File: src/rtl/rps_input_conditioner_if.sv
// Signal bundle between the rock/paper/scissors front-end conditioner and
// whatever drives its raw inputs / consumes its validated choice events.
interface rps_input_conditioner_if;
  // Raw inputs: BTNx active-high, P1Ax active-low, all asynchronous to CLK.
  logic       BTN1;
  logic       BTN2;
  logic       BTN3;
  logic       P1A1;
  logic       P1A2;
  logic       P1A3;
  // Conditioned outputs.
  logic [1:0] CHOICE;
  logic       CHOICE_VALID;
  logic       ANY_PRESSED;
  logic       LOCKED;

  // Board / stimulus side: drives the raw inputs, observes the choice.
  modport master (
    output BTN1, BTN2, BTN3, P1A1, P1A2, P1A3,
    input  CHOICE, CHOICE_VALID, ANY_PRESSED, LOCKED
  );

  // Conditioner side.
  modport slave (
    input  BTN1, BTN2, BTN3, P1A1, P1A2, P1A3,
    output CHOICE, CHOICE_VALID, ANY_PRESSED, LOCKED
  );
endinterface

File: src/rtl/rps_input_conditioner.sv
// Rock/paper/scissors input conditioner: synchronises and debounces three
// buttons plus three PMOD lines, merges each pair into one channel and emits
// exactly one choice event per press, locking out further presses until every
// channel has been debounced-released.
module rps_input_conditioner #(
  parameter int SYNC_STAGES     = 2,
  parameter int DEBOUNCE_CYCLES = 120000,
  parameter int CNT_W           = 17
) (
  input logic                   CLK,
  input logic                   RESET_N,
  rps_input_conditioner_if.slave io
);

  localparam int NCH = 6;
  // Idle ("released") level per raw line: P1A lines idle high, BTN lines low.
  // Bit order: {P1A3, P1A2, P1A1, BTN3, BTN2, BTN1}.
  localparam logic [NCH-1:0]   REST_LVL = 6'b111_000;
  localparam logic [CNT_W-1:0] CNT_LAST = CNT_W'(DEBOUNCE_CYCLES - 1);

  typedef enum logic {
    IDLE   = 1'b0,
    LOCKED = 1'b1
  } state_t;

  logic [NCH-1:0] raw;
  logic [NCH-1:0] sync_p0;
  logic [NCH-1:0] stb_p1;
  logic [2:0]     pressed_p1;

  state_t     state_q, state_d;
  logic [1:0] choice_p2, choice_d;
  logic       choice_vld_p2, choice_vld_d;
  logic       any_p2;

  // Lowest index wins when several channels are pressed together.
  function automatic logic [1:0] encode_choice(input logic [2:0] p);
    if (p[0])      return 2'd1;
    else if (p[1]) return 2'd2;
    else if (p[2]) return 2'd3;
    else           return 2'd0;
  endfunction

  assign raw = {io.P1A3, io.P1A2, io.P1A1, io.BTN3, io.BTN2, io.BTN1};

  // ---- stage p0: synchronisers; stage p1: debounced stable levels ----
  genvar g;
  generate
    for (g = 0; g < NCH; g++) begin : g_ch
      logic [SYNC_STAGES-1:0] chain;
      logic [CNT_W-1:0]       cnt;
      logic                   stb;

      // Metastability chain; resets to the line's idle level so no false edge.
      always_ff @(posedge CLK or negedge RESET_N) begin
        if (!RESET_N) chain <= {SYNC_STAGES{REST_LVL[g]}};
        else          chain <= {chain[SYNC_STAGES-2:0], raw[g]};
      end

      assign sync_p0[g] = chain[SYNC_STAGES-1];

      // Accept a level change only after DEBOUNCE_CYCLES consecutive differing cycles.
      always_ff @(posedge CLK or negedge RESET_N) begin
        if (!RESET_N) begin
          stb <= REST_LVL[g];
          cnt <= '0;
        end else if (sync_p0[g] == stb) begin
          cnt <= '0;
        end else if (cnt == CNT_LAST) begin
          stb <= ~stb;
          cnt <= '0;
        end else begin
          cnt <= cnt + CNT_W'(1);
        end
      end

      assign stb_p1[g] = stb;
    end
  endgenerate

  // Button OR inverted PMOD line per channel (0 = rock, 1 = paper, 2 = scissors).
  assign pressed_p1 = stb_p1[2:0] | ~stb_p1[5:3];

  // ---- stage p2: lock-out FSM and registered outputs ----
  // Next-state and choice capture; a choice is only taken from IDLE.
  always_comb begin
    state_d      = state_q;
    choice_d     = choice_p2;
    choice_vld_d = 1'b0;
    case (state_q)
      IDLE: begin
        if (|pressed_p1) begin
          state_d      = LOCKED;
          choice_d     = encode_choice(pressed_p1);
          choice_vld_d = 1'b1;
        end
      end
      LOCKED: begin
        if (!(|pressed_p1)) state_d = IDLE;
      end
      default: state_d = IDLE;
    endcase
  end

  // FSM state, held choice, one-cycle valid pulse and the any-pressed level.
  always_ff @(posedge CLK or negedge RESET_N) begin
    if (!RESET_N) begin
      state_q       <= IDLE;
      choice_p2     <= 2'd0;
      choice_vld_p2 <= 1'b0;
      any_p2        <= 1'b0;
    end else begin
      state_q       <= state_d;
      choice_p2     <= choice_d;
      choice_vld_p2 <= choice_vld_d;
      any_p2        <= |pressed_p1;
    end
  end

  assign io.CHOICE       = choice_p2;
  assign io.CHOICE_VALID = choice_vld_p2;
  assign io.ANY_PRESSED  = any_p2;
  assign io.LOCKED       = (state_q == LOCKED);

endmodule

File: src/flat_wrapper.sv
// flat-port wrapper written by rule: the top's interface ports become plain ports
module rps_input_conditioner_flat 
#(
  parameter int SYNC_STAGES     = 2,
  parameter int DEBOUNCE_CYCLES = 120000,
  parameter int CNT_W           = 17
)
  (CLK, RESET_N, io_BTN1, io_BTN2, io_BTN3, io_P1A1, io_P1A2, io_P1A3, io_CHOICE, io_CHOICE_VALID, io_ANY_PRESSED, io_LOCKED);
  rps_input_conditioner_if io_i ();
  input logic CLK;
  input logic RESET_N;
  input wire logic [$bits(io_i.BTN1)-1:0] io_BTN1;
  input wire logic [$bits(io_i.BTN2)-1:0] io_BTN2;
  input wire logic [$bits(io_i.BTN3)-1:0] io_BTN3;
  input wire logic [$bits(io_i.P1A1)-1:0] io_P1A1;
  input wire logic [$bits(io_i.P1A2)-1:0] io_P1A2;
  input wire logic [$bits(io_i.P1A3)-1:0] io_P1A3;
  output wire logic [$bits(io_i.CHOICE)-1:0] io_CHOICE;
  output wire logic [$bits(io_i.CHOICE_VALID)-1:0] io_CHOICE_VALID;
  output wire logic [$bits(io_i.ANY_PRESSED)-1:0] io_ANY_PRESSED;
  output wire logic [$bits(io_i.LOCKED)-1:0] io_LOCKED;
  assign io_i.BTN1 = io_BTN1;
  assign io_i.BTN2 = io_BTN2;
  assign io_i.BTN3 = io_BTN3;
  assign io_i.P1A1 = io_P1A1;
  assign io_i.P1A2 = io_P1A2;
  assign io_i.P1A3 = io_P1A3;
  assign io_CHOICE = io_i.CHOICE;
  assign io_CHOICE_VALID = io_i.CHOICE_VALID;
  assign io_ANY_PRESSED = io_i.ANY_PRESSED;
  assign io_LOCKED = io_i.LOCKED;
  rps_input_conditioner #(.SYNC_STAGES(SYNC_STAGES), .DEBOUNCE_CYCLES(DEBOUNCE_CYCLES), .CNT_W(CNT_W)) u_core (.CLK(CLK), .RESET_N(RESET_N), .io(io_i));
endmodule
File: config.mk
export PLATFORM = sky130hd
export DESIGN_NAME = rps_input_conditioner_flat
export DESIGN_NICKNAME = d
export VERILOG_FILES = /design/src/rtl/rps_input_conditioner_if.sv /design/src/rtl/rps_input_conditioner.sv /design/src/flat_wrapper.sv
export SDC_FILE = /design/constraint.sdc
export NUM_CORES = 1
export LEC_CHECK = 0
export ABC_AREA = 1
export BUFFER_PORTS_ARGS = -buffer_cell sky130_fd_sc_hd__buf_2
export CORE_ASPECT_RATIO = 0.6
export CORE_MARGIN = 3
export CORE_UTILIZATION = 40
export DETAILED_ROUTE_END_ITERATION = 16
export PLACE_DENSITY = 0.68
export SLEW_MARGIN = 20
export SYNTH_ARGS = -nofsm -noshare
export SYNTH_HDL_FRONTEND = slang
export SYNTH_SLANG_ARGS = --single-unit
File: constraint.sdc
create_clock -name CLK -period 1.3 [get_ports CLK]
set_input_delay 0.39 -clock CLK [delete_from_list [all_inputs] [get_ports CLK]]
set_output_delay 0.39 -clock CLK [all_outputs]
set_load 0.005 [all_outputs]
==> flow_metrics.py, run 1 <==
metrics = {
    "power": {
        "power.density_mw_per_mm2": 1062,
        "irDropWorstVdd_mv": 0.9719,
        "power.leakage_uw": 0.003551,
        "power_uw": 9253,
    },
    "timing": {
        "setup_tns_ps": -193.8,
        "setup_viol": 4,
        "finalCritPeriodShare_pct": 105.5,
        "rsz0062_at_grt": "true",
        "relSlewSlack_pct": 75.22,
        "worst_slew_pin_slew_ps": 371.7,
        "clock_skew_ps": 6.515,
        "layout_setup_ws_ps": -71.98,
        "finalHoldViolCount": 0,
        "timing.fmax_mhz": 728.9,
        "hold-worst-slack_ps": 62.51,
        "drv_slew": 0,
        "fin_crit_ps": 1372,
    },
    "floorplan": {
        "rows": 35,
        "start_util_pct": 42.26,
        "ios": 13,
        "dieWidth_um": 173.1,
        "die_area_mm2": 0.01839,
        "core-area_mm2": 0.01585,
        "die_h_um": 106.2,
    },
    "finish": {
        "final_cell_mix": "nand2_1 (189), nor2_1 (146), dfrtp_1 (89)",
        "syn_to_final_growth_pct": 30.09,
        "diodes": 0,
        "final_common_cell": "nand2_1",
        "layout-drive-gt1-share_pct": 31.38,
        "fin_util_pct": 54.97,
        "fin_nets": 973,
    },
    "run_status": {
        "violations": "negative setup slack",
        "outcome": "finished with violations",
    },
    "cts": {
        "path_clk_slew_ps": 60,
        "clk_latency_ps": 420,
        "numCtsBuffers": 17,
        "cts_buffer_depth": 2,
        "cts_num_sinks": 124,
        "htreeDepth": 4,
        "cts_tree": "built",
        "root_buffer": "clkbuf_16",
    },
    "placed_design": {
        "place_hpwl_um": 10860,
        "gp_congestion": 0.8804,
        "io_buffers": 12,
        "pre_cts_slack_ps": -71.74,
    },
    "routing": {
        "via_per_inst": 4.908,
        "totalWireLength_um": 16170,
        "drtAntennaViolNets": 0,
        "dr.pass1.iters": 5,
        "drt_iter0_drc": 355,
        "routedWlPerCell_um": 13.55,
        "vias": 5860,
        "drc": 0,
    },
    "synth": {
        "yosys_register_bits": 124,
        "synth_area_mm2": 0.006699,
        "yosysSeqAreaShare_pct": 46.49,
        "yosys_warnings": 0,
        "synth.avg_cell_area_um2": 7.638,
        "synth_fp_nets": 891,
        "netlist_instances": 877,
        "yosysUniqueCellTypes": 26,
    },
    "critical_path": {
        "worstPathCellList": "buf_2",
        "cp-end-kind": "output port",
        "crit_required_ps": 910,
        "criticalPathCategory": "flop to output port",
        "slowest_stage": "dfrtp_1",
        "critPathTopFamily": "flip-flops",
        "cpPeakStageDelay_ps": 410,
        "arrival_ps": 980,
        "worst-path-buf-inv": 1,
        "cp_max_fo": 4,
        "start_kind": "flop",
    },
    "global_route": {
        "grt_max_degree": 34,
        "antenna_found_initial": 0,
        "grt_pass1_wl_um": 25790,
        "track_usage_pct": 17.32,
        "grt_pass1_vias": 5175,
        "overflow": 0,
    },
    "worst_hold_path": {
        "min_path_type": "input port to flop",
    },
    "job": {
        "drv_cap": 0,
    },
}
kinds of logic (layout without fill, tap and decap cells):
| kind of cell | Yosys count | count (layout) | synth area share, % |
|---|---|---|---|
| fa+ha+maj | 6 | 6 | 1.121 |
| compound gates | 34 | 34 | 2.970 |
| buf+inv | 100 | 195 | 5.996 |
| simple gates | 571 | 571 | 37.93 |
| xor+xnor | 42 | 42 | 5.491 |
| flops | 124 | 124 | 46.49 |
cells in the mapped netlist:
cell type / n / share of area [%]
nand3_1: 62 / 4.6
o21ai_0: 6 / 0.45
inv_1: 91 / 5.1
inv_2: 2 / 0.11
nor2_2: 16 / 1.5
o21ai_1: 11 / 0.82
nand4_1: 30 / 2.8
ha_1: 6 / 1.1
xnor2_1: 9 / 1.2
a21oi_1: 7 / 0.52
dfrtp_1: 115 / 43
nand2_2: 17 / 1.6
buf_4: 7 / 0.78
nor3_1: 5 / 0.37
nand3b_1: 1 / 0.11
dfstp_2: 9 / 3.5
o21bai_2: 1 / 0.17
nor3b_1: 6 / 0.67
nor2b_1: 1 / 0.093
o21bai_1: 9 / 1.0
nand3_2: 5 / 0.75
nor3_2: 1 / 0.15
xor2_1: 33 / 4.3
nand2_1: 218 / 12
nor2_4: 12 / 2.0
nor2_1: 197 / 11
where the power goes:
group	switching, uW	internal, uW
combinational	258	195
clock	1870	2930
sequential	70.8	3930
flip-flops by register name, indices dropped and copies added (netlist names):
signal,count
u_core.io.CHOICE,2
u_core.g_ch.chain,12
u_core.g_ch.cnt,102
u_core.io.CHOICE_VALID,1
u_core.io.ANY_PRESSED,1
u_core.g_ch.stb,6
routing by layer:
metal / wire (um) / up-vias / global-route usage (%)
li1: - / 2932 / -
met1: 8292 / 2754 / 27.20
met2: 6820 / 154 / 23.04
met3: 898 / 20 / 3.997
met4: 162 / 0 / 5.549
met5: 0 / - / 0
layout make-up:
| type | instances | area, um^2 |
|---|---|---|
| sequential | 124 | 3147 |
| fill | 1387 | 7138 |
| tap | 222 | 277.8 |
| multi-input combinational | 653 | 3740 |
| inverter | 93 | 349.1 |
| clock inverter | 13 | 141.4 |
| clock buffer | 19 | 452.9 |
| timing repair buffer | 70 | 606.8 |
repair_timing:
item                                   CTS  global route
setup buffers                            3            18
setup endpoints to repair               38            97
endpoints found under the hold margin   17             0
gates resized for setup                 13           180
pin swaps                                2            55
hold buffers                             1             0
cloned                                   0             0
per-stage QoR:
step | cell area (um^2) | std cells
after floorplan | 6699 | 877
after global placement | 7311 | 1140
after detailed placement | 7311 | 1140
after CTS | 7986 | 1176
after global routing | 8715 | 1194
final | 8715 | 1194
worst paths after layout:
kind / slack [ps] / endpoint / depth (start not counted) / start
max: -70 / io_ANY_PRESSED / 1 / u_core.io.ANY_PRESSED
min: 60 / u_core.g_ch[3].chain[0] / 1 / io_P1A1
max reg2reg: 0 / u_core.g_ch[5].cnt[10] / 7 / u_core.g_ch[5].cnt[1]
max in group asynchronous: 360 / u_core.g_ch[0].cnt[8] / 3 / RESET_N
min in group asynchronous: 430 / u_core.g_ch[1].cnt[1] / 2 / RESET_N
min reg2reg: 350 / u_core.g_ch[4].chain[1] / 0 / u_core.g_ch[4].chain[0]
Power figures use the tool's default switching activity.
==> run 2: changes to the inputs <==
--- a/config.mk
+++ b/config.mk
@@ -9,9 +9,10 @@
 export BUFFER_PORTS_ARGS = -buffer_cell sky130_fd_sc_hd__buf_2
 export CORE_ASPECT_RATIO = 0.6
 export CORE_MARGIN = 3
-export CORE_UTILIZATION = 40
+export CORE_UTILIZATION = 35
 export DETAILED_ROUTE_END_ITERATION = 16
-export PLACE_DENSITY = 0.68
+export PLACE_DENSITY = 0.62
+export RECOVER_POWER = 100
 export SLEW_MARGIN = 20
 export SYNTH_ARGS = -nofsm -noshare
 export SYNTH_HDL_FRONTEND = slang
==> run 2 against run 1 <==
The flow still finishes with violations (negative setup slack). Core utilization shrank 7.6 points. Combinational power decreased by 10%. Via count decreased by 1.1%. Clock power is 3% higher. Clock skew grew 4.1 ps. Sequential share of layout area down 0.15 points. Global-route usage fell by 1.8 points. Sequential power about the same. Non-clock buffer count increased by 8. Wire length is 2.5% lower. Critical path depth unchanged.
==> flow_metrics.py, run 2 (synthesis results as in run 1) <==
metrics = {
    "floorplan": {
        "die_area_mm2": 0.02089,
        "dieWidth_um": 184.6,
        "rows": 38,
        "ios": 13,
        "core-area_mm2": 0.01840,
        "start_util_pct": 36.41,
        "die_h_um": 113.2,
    },
    "placed_design": {
        "dp.cells": 1170,
        "pre_cts_slack_ps": -45.34,
        "place_hpwl_um": 11200,
        "placed_area_mm2": 0.007436,
        "io_buffers": 12,
        "gp_congestion": 0.9198,
    },
    "finish": {
        "fin_util_pct": 47.37,
        "instances_no_fill": 1220,
        "reg_top3": "u_core.g_ch.cnt (102), u_core.g_ch.chain (12), u_core.g_ch.stb (6)",
        "layout-drive-gt1-share_pct": 28.67,
        "finalInstanceArea_mm2": 0.008716,
        "fillers": 1721,
        "fin_nets": 981,
        "largest_register": "u_core.g_ch.cnt",
        "final_cell_mix": "nand2_1 (196), nor2_1 (162), dfrtp_1 (99)",
        "syn_to_final_growth_pct": 30.11,
        "diodes": 0,
        "largest_register_ffs": 102,
        "final_common_cell": "nand2_1",
    },
    "critical_path": {
        "r2r_slack_ps": 0,
        "start_kind": "flop",
        "critPathTopFamily": "flip-flops",
        "worstPathCellList": "buf_2",
        "cp_max_fo": 2,
        "timing.rr.start": "u_core.g_ch[4].cnt[1]",
        "crit_required_ps": 910,
        "slowest_stage": "dfrtp_1",
        "criticalPathCategory": "flop to output port",
        "startpoint": "u_core.io.CHOICE[1]",
        "worst-path-buf-inv": 1,
        "cpPeakStageDelay_ps": 380,
        "arrival_ps": 920,
        "cp-end-kind": "output port",
    },
    "cts": {
        "numCtsBuffers": 17,
        "htreeDepth": 4,
        "path_clk_slew_ps": 60,
        "root_buffer": "clkbuf_16",
        "cts_num_sinks": 124,
        "cts_buffer_depth": 2,
        "clk_latency_ps": 420,
        "cts_tree": "built",
    },
    "run_status": {
        "outcome": "finished with violations",
        "violations": "negative setup slack",
    },
    "timing": {
        "finalHoldViolCount": 0,
        "finalCritPeriodShare_pct": 101.1,
        "drv_slew": 0,
        "relSlewSlack_pct": 61.59,
        "setup_viol": 4,
        "worst_slew_pin_slew_ps": 576.2,
        "rsz0062_at_grt": "true",
        "fin_crit_ps": 1314,
        "clock_skew_ps": 10.61,
        "layout_setup_ws_ps": -13.85,
        "timing.fmax_mhz": 761.1,
    },
    "routing": {
        "drtAntennaViolNets": 0,
        "dr.pass1.iters": 6,
        "vias": 5797,
        "via_per_inst": 4.752,
        "routedWlPerCell_um": 12.92,
        "drt_iter0_drc": 492,
        "totalWireLength_um": 15760,
        "drc": 0,
    },
    "power": {
        "irDropWorstVdd_mv": 1.106,
        "power_uw": 9369,
        "power.density_mw_per_mm2": 1075,
        "power.leakage_uw": 0.003568,
    },
    "worst_hold_path": {
        "min_path_type": "input port to flop",
        "min_from": "io_P1A2",
    },
    "global_route": {
        "grt_max_degree": 38,
        "grt_pass1_vias": 5160,
        "track_usage_pct": 15.52,
        "overflow": 0,
        "grt_pass1_wl_um": 26030,
        "antenna_found_initial": 0,
    },
    "job": {
        "drv_cap": 0,
    },
}
==> run 2: per-stage QoR <==
step / setup TNS, ps / hold WS (ps)
2_1_floorplan: 0 / 94.41
3_3_place_gp: -98.31 / 256.8
3_5_place_dp: -443.1 / 258.6
4_1_cts: -162.0 / 52.61
5_1_grt: -3616 / 53.34
6_report: -41.60 / 71.38
==> run 2: final cells by class <==
| class | instances | area (um^2) | area share [%] |
|---|---|---|---|
| inverters | 93 | 351.6 | 4.034 |
| repair buffers | 78 | 646.9 | 7.422 |
| clock inverters | 14 | 183.9 | 2.110 |
| multi-input cells | 653 | 3670 | 42.10 |
| well taps | 240 | 300.3 | 3.445 |
| flip-flops and latches | 124 | 3134 | 35.96 |
| clock buffers | 18 | 429.2 | 4.924 |
==> run 2: what timing repair did <==
action                                  4_1_cts  5_1_grt
endpoints found under the hold margin        15        0
cloned                                        0        0
pin swaps                                     9       42
gates resized for setup                      19      140
hold buffers                                  1        0
buffers inserted                              3       14
endpoints found under the setup margin       37       98
==> run 2: final timing paths <==
path | endpoint | depth (start not counted)
max | io_CHOICE[1] | 1
min | u_core.g_ch[4].chain[0] | 1
max reg2reg | u_core.g_ch[4].cnt[7] | 7
min reg2reg | u_core.g_ch[2].chain[1] | 0
max in group asynchronous | u_core.g_ch[3].chain[0] | 3
min in group asynchronous | u_core.g_ch[1].cnt[13] | 2
==> run 2: power breakdown <==
group          switching, uW  leakage [uW]  internal, uW  total (uW)
registers               70.3       0.00163          3930        4000
logic                    233       0.00164           174         407
clock network           1900      0.000292          3060        4960
==> run 2: per-layer routing <==
layer  track usage [%]  wire, um  vias to the layer above  share of wire, %
li1                  -         -                     2944                 -
met5                 0         0                        -                 0
met3             3.501       854                       14               5.4
met4             4.026       148                        0              0.94
met2             19.88      6103                      139                39
met1             25.49      8658                     2700                55
